File: config.mk
export PLATFORM = sky130hd
export DESIGN_NAME = multi_button_debouncer
export DESIGN_NICKNAME = d
export VERILOG_FILES = /design/src/rtl/multi_button_debouncer.sv
export SDC_FILE = /design/constraint.sdc
export NUM_CORES = 1
export LEC_CHECK = 0
export ABC_AREA = 1
export ABC_CLOCK_PERIOD_IN_PS = 11570
export BUFFER_PORTS_ARGS = -buffer_cell sky130_fd_sc_hd__buf_2
export CAP_MARGIN = 20
export CORE_UTILIZATION = 35
export DETAILED_ROUTE_END_ITERATION = 10
export GPL_TIMING_DRIVEN = 1
export MAX_ROUTING_LAYER = met4
export PLACE_DENSITY = 0.54
export SETUP_SLACK_MARGIN = 0.2
export SLEW_MARGIN = 20
export SYNTH_ARGS = -nofsm -noshare
export SYNTH_HDL_FRONTEND = slang
export SYNTH_SLANG_ARGS = --single-unit
File: constraint.sdc
create_clock -name clk_i -period 11.57 [get_ports clk_i]
set_clock_uncertainty 0.15 [all_clocks]
set_input_delay 0.5785 -clock clk_i [delete_from_list [all_inputs] [get_ports clk_i]]
set_output_delay 0.5785 -clock clk_i [all_outputs]
set_load 0.05 [all_outputs]
File: src/rtl/multi_button_debouncer.sv
// N-channel button debouncer: per-channel 2-FF synchroniser, symmetric debounce
// counter and hold FSM producing press/release/long_press/repeat pulses.
module multi_button_debouncer #(
  parameter int   N             = 4,
  parameter logic ACTIVE        = 1'b1,
  parameter int   LIMIT         = 1_000_000,
  parameter int   LONG_LIMIT    = 100_000_000,
  parameter int   REPEAT_PERIOD = 20_000_000,
  parameter bit   REPEAT_EN     = 1'b1
) (
  input  logic         clk_i,
  input  logic         reset_i,
  input  logic [N-1:0] noise_i,
  output logic [N-1:0] level_o,
  output logic [N-1:0] press_o,
  output logic [N-1:0] release_o,
  output logic [N-1:0] long_press_o,
  output logic [N-1:0] repeat_o
);

  localparam int MAX_AB = (LIMIT > LONG_LIMIT) ? LIMIT : LONG_LIMIT;
  localparam int MAX_C  = (MAX_AB > REPEAT_PERIOD) ? MAX_AB : REPEAT_PERIOD;
  localparam int CW     = (MAX_C < 1) ? 1 : $clog2(MAX_C + 1);

  localparam logic [CW-1:0] LIMIT_C  = CW'(LIMIT);
  localparam logic [CW-1:0] LONG_END = CW'(LONG_LIMIT - 1);
  localparam logic [CW-1:0] REP_END  = CW'(REPEAT_PERIOD - 1);

  typedef enum logic [1:0] {
    ST_IDLE = 2'd0,
    ST_HELD = 2'd1,
    ST_LONG = 2'd2
  } hold_state_e;

  logic [N-1:0] meta_q;
  logic [N-1:0] sync_q;

  // Two-stage synchroniser; idle level is loaded on reset so nothing looks pressed.
  always_ff @(posedge clk_i or posedge reset_i) begin
    if (reset_i) begin
      meta_q <= {N{~ACTIVE}};
      sync_q <= {N{~ACTIVE}};
    end else begin
      meta_q <= noise_i;
      sync_q <= meta_q;
    end
  end

  for (genvar g = 0; g < N; g++) begin : g_ch
    logic          stable_q, stable_d;
    logic [CW-1:0] dcnt_q, dcnt_d;
    logic [CW-1:0] hcnt_q, hcnt_d;
    hold_state_e   state_q, state_d;
    logic          press_q, press_d;
    logic          release_q, release_d;
    logic          long_q, long_d;
    logic          rep_q, rep_d;
    logic          mismatch_s;

    assign mismatch_s = ((sync_q[g] == ACTIVE) != stable_q);

    // Debounce counter and stable-state toggle with edge pulse generation.
    always_comb begin
      stable_d  = stable_q;
      dcnt_d    = '0;
      press_d   = 1'b0;
      release_d = 1'b0;
      if (mismatch_s) begin
        if (dcnt_q == LIMIT_C) begin
          stable_d  = ~stable_q;
          press_d   = ~stable_q;
          release_d = stable_q;
        end else begin
          dcnt_d = dcnt_q + CW'(1);
        end
      end else begin
        dcnt_d = '0;
      end
    end

    // Hold FSM; an accepted release overrides any long/repeat boundary in the same cycle.
    always_comb begin
      state_d = state_q;
      hcnt_d  = hcnt_q;
      long_d  = 1'b0;
      rep_d   = 1'b0;
      if (release_d) begin
        state_d = ST_IDLE;
        hcnt_d  = '0;
      end else begin
        case (state_q)
          ST_IDLE: begin
            hcnt_d = '0;
            if (press_d) begin
              state_d = ST_HELD;
            end else begin
              state_d = ST_IDLE;
            end
          end
          ST_HELD: begin
            if (hcnt_q == LONG_END) begin
              state_d = ST_LONG;
              long_d  = 1'b1;
              hcnt_d  = '0;
            end else begin
              hcnt_d = hcnt_q + CW'(1);
            end
          end
          ST_LONG: begin
            if (REPEAT_EN && (hcnt_q == REP_END)) begin
              rep_d  = 1'b1;
              hcnt_d = '0;
            end else if (REPEAT_EN) begin
              hcnt_d = hcnt_q + CW'(1);
            end else begin
              hcnt_d = '0;
            end
          end
          default: begin
            state_d = ST_IDLE;
            hcnt_d  = '0;
          end
        endcase
      end
    end

    // Per-channel state and registered pulse outputs.
    always_ff @(posedge clk_i or posedge reset_i) begin
      if (reset_i) begin
        stable_q  <= 1'b0;
        dcnt_q    <= '0;
        hcnt_q    <= '0;
        state_q   <= ST_IDLE;
        press_q   <= 1'b0;
        release_q <= 1'b0;
        long_q    <= 1'b0;
        rep_q     <= 1'b0;
      end else begin
        stable_q  <= stable_d;
        dcnt_q    <= dcnt_d;
        hcnt_q    <= hcnt_d;
        state_q   <= state_d;
        press_q   <= press_d;
        release_q <= release_d;
        long_q    <= long_d;
        rep_q     <= rep_d;
      end
    end

    assign level_o[g]      = stable_q;
    assign press_o[g]      = press_q;
    assign release_o[g]    = release_q;
    assign long_press_o[g] = long_q;
    assign repeat_o[g]     = rep_q;
  end

endmodule

==> key figures <==
Yosys
  – Synth Cell Area: 14600 sq um
  – Mapped Cells: approximately 1900
  – Post-synthesis sequential area ratio: 0.432
  – Synthesized Nets: 1979
  – Avg Inst Size Synth: between 7 and 8 sq um
  – Post-synth cell types: 36
  – Flops & latches, synth: roughly 250
  – Yosys Warn Count: 0

STA
  – Final Cycle Share: 0.181
  – Final count of negative-setup-slack endpoints: 0
  – Relative slew slack: 0.355
  – Fmax achieved: between 400 and 500 MHz
  – Worst Max-Slew Pin Slew: 0.963 ns
  – Max Slew Vio Count: 0
  – Final hold vios: 0
  – Final worst slack: 9.47 ns
  – Final Critical Period: 2.10 ns
  – Total negative slack: 0 ns
  – RSZ-0062 raised after global routing: false

Global route
  – Largest net degree at the start of global routing: ~130
  – Number of global-route vias before repair: about 11000
  – Number of antenna violations at the first check in global routing: 0
  – Global-route wire length before repair: 55000 microns
  – GRT Total Usage: 0.160
  – Grt ovf: 0

Clock tree
  – Post-CTS setup buffers: 0
  – Clk root buf: clkbuf_16
  – H-Tree Depth: 1
  – CTS clk-pin slew, worst paths: 0.06 ns
  – TritonCTS Sinks: 252
  – TritonCTS clock tree: built
  – CTS Buffer Depth: 3
  – Worst skew pair latency: 0.57 ns
  – TritonCTS buffer count: 31

Route
  – DR vias: 11800
  – Number of vias per cell: around 4.6
  – Antenna-violating nets left: 0
  – Post-Route WL: 31800 microns
  – Iteration-0 DRC Markers: ~760
  – DR pass1 iterations: 5
  – Wire length per cell: roughly 13 microns
  – DRC viols: 0

Place
  – Post-place setup slack: approximately 9.0 ns
  – Buffers on Ports: 25
  – Placed Cells: roughly 2500
  – RePlAce Congestion: a little under 0.9
  – Final HPWL DP: 23000 microns

Critical path
  – Critical Path RT: approximately 12 ns
  – CP Class: reg -> reg
  – Arrival time worst endpoint: 2.39 ns
  – Setup crit start: g_ch[0].hcnt_q[0]
  – Startpoint types: flip-flop
  – Crit end category: flip-flop
  – Launching point of the worst reg2reg path: g_ch[0].hcnt_q[0]
  – Worst-path fanout max: 24

Floorplanning
  – Cell Rows: 74
  – Initial core utilization: 0.356
  – Core area: 40900 sq um
  – I/O Pins: 26
  – Die H: 206 microns
  – Die Area: 42500 sq um
  – Die Width: 206 microns

Final layout
  – Filler cells: between 4000 and 5000
  – Layout cells sized above 1: 0.0863
  – Finished Core Util: 0.396
  – Area growth syn-to-layout: 11.1%
  – Diodes inserted: 0
  – Fin nets: approximately 2000
  – Non-Filler Instances: 2537

Power and ir drop
  – Pwr Total: 1.91 mW
  – P per Cell Area: about 120 nW/um^2
  – Max VDD drop: about 0.00011 V
  – Leakage power: 7.00 nW

Run
  – Max-Cap Viols: 0

Hold path
  – Hold crit path type: in -> async

Status
  – Status: finished clean
[kinds of logic after synthesis]
family,after synthesis,share of synthesized area
buf+inv,293,0.0861
flops,252,0.432
fa+ha+maj,25,0.0215
compound gates,65,0.0242
simple gates,1184,0.358
xor+xnor,129,0.0775
[layer usage]
metal | GRT usage | wire length, microns | vias to the layer above
met1 | 0.219 | 15700 | 5461
met5 | - | 0 | -
met2 | 0.247 | 14100 | 157
met4 | 0.0433 | 841 | 0
met3 | 0.0238 | 1140 | 51
li1 | - | - | 6121
[final timing paths]
path	end	slack, ns	cells after the start
max	g_ch[0].hcnt_q[22]	9.47	10
min	g_ch[1].hcnt_q[17]	0.07	2
max reg2reg	g_ch[0].hcnt_q[22]	9.47	10
min reg2reg	sync_q[2]	0.19	0
max in group asynchronous	g_ch[1].hcnt_q[15]	9.68	3
min in group clk_i	sync_q[2]	0.19	0
[synth_stat cells (all sizes together)]
cell / n / area, sq um
inv: 260 / 976
clkbuf: 4 / 15.0
nor3: 87 / 483
xnor2: 21 / 184
nor4: 1 / 6.26
a21oi: 31 / 170
a41oi: 1 / 8.76
nor3b: 7 / 52.6
o21bai: 1 / 7.51
nand2: 427 / 1670
ha: 25 / 313
dfrtp: 252 / 6310
nand4: 52 / 325
and2: 3 / 18.8
and3: 4 / 25.0
nand3: 114 / 596
or2: 1 / 6.26
nor2: 480 / 1980
o22ai: 1 / 6.26
xor2: 108 / 946
nand3b: 8 / 60.1
o21ai: 27 / 135
a31oi: 4 / 25.0
buf: 29 / 265
[sequential cells by signal, indices dropped and copies added, names as in the netlist]
signal,count
g_ch.release_q,4
g_ch.state_q,8
g_ch.hcnt_q,108
sync_q,4
g_ch.press_q,4
g_ch.rep_q,4
meta_q,4
g_ch.stable_q,4
g_ch.dcnt_q,108
g_ch.long_q,4
[per-stage QoR]
| stage | instance area, sq um | hold WS, ns |
|---|---|---|
| 2_1_floorplan | 14600 | 0.181 |
| 3_3_place_gp | 15100 | 0.185 |
| 3_5_place_dp | 15100 | 0.186 |
| 4_1_cts | 16200 | 0.108 |
| 5_1_grt | 16200 | 0.171 |
| 6_report | 16200 | 0.0659 |
[report_power, final]
group | internal (mW) | total, mW | switching [mW]
Clock | 0.590 | 0.971 | 0.381
Sequential | 0.887 | 0.891 | 0.00417
Combinational | 0.0104 | 0.0456 | 0.0352
Total | 1.49 | 1.91 | 0.420
[critical path: stages (launching register included)]
cell	delay, ns
dfrtp_1	0.36
ha_1	0.18
nand2_1	0.08
nor2_2	0.19
nand2_2	0.11
nor2_2	0.15
nand4_1	0.14
nand2_1	0.10
nand2_2	0.08
nand2_4	0.31
nor2_1	0.08
[layout by cell type, fill, tap and decap left out, types with 6 or more instances in the layout]
cell type  count
nor3b_1        7
a21oi_1       27
inv_1        253
nand2_1      407
xor2_1       108
nand2_2       16
buf_2         25
xnor2_1       21
inv_2          6
ha_1          25
clkbuf_1       6
nand3_1      109
nor2_4        11
nor2_2        39
clkbuf_16     31
o21ai_0       23
nand3b_1       8
clkinv_2      10
dfrtp_1      252
nor3_1        80
nor2_1       430
nand4_1       52
[final cells by class]
class                   count  area (sq um)  share of cell area
inverters                 260           983              0.0607
clock inverters            16           166              0.0103
well taps                 532           666              0.0411
multi-input cells        1403          7020               0.434
repair buffers             32           188              0.0116
clock buffers              42           867              0.0535
flip-flops and latches    252          6310               0.389
[what timing repair did]
item | 4_1_cts | 5_1_grt
endpoints found under the hold margin | 4 | 0
resized for setup | 0 | 0
hold buffers | 4 | 0
No activity file was read; power rests on OpenSTA's default activity.
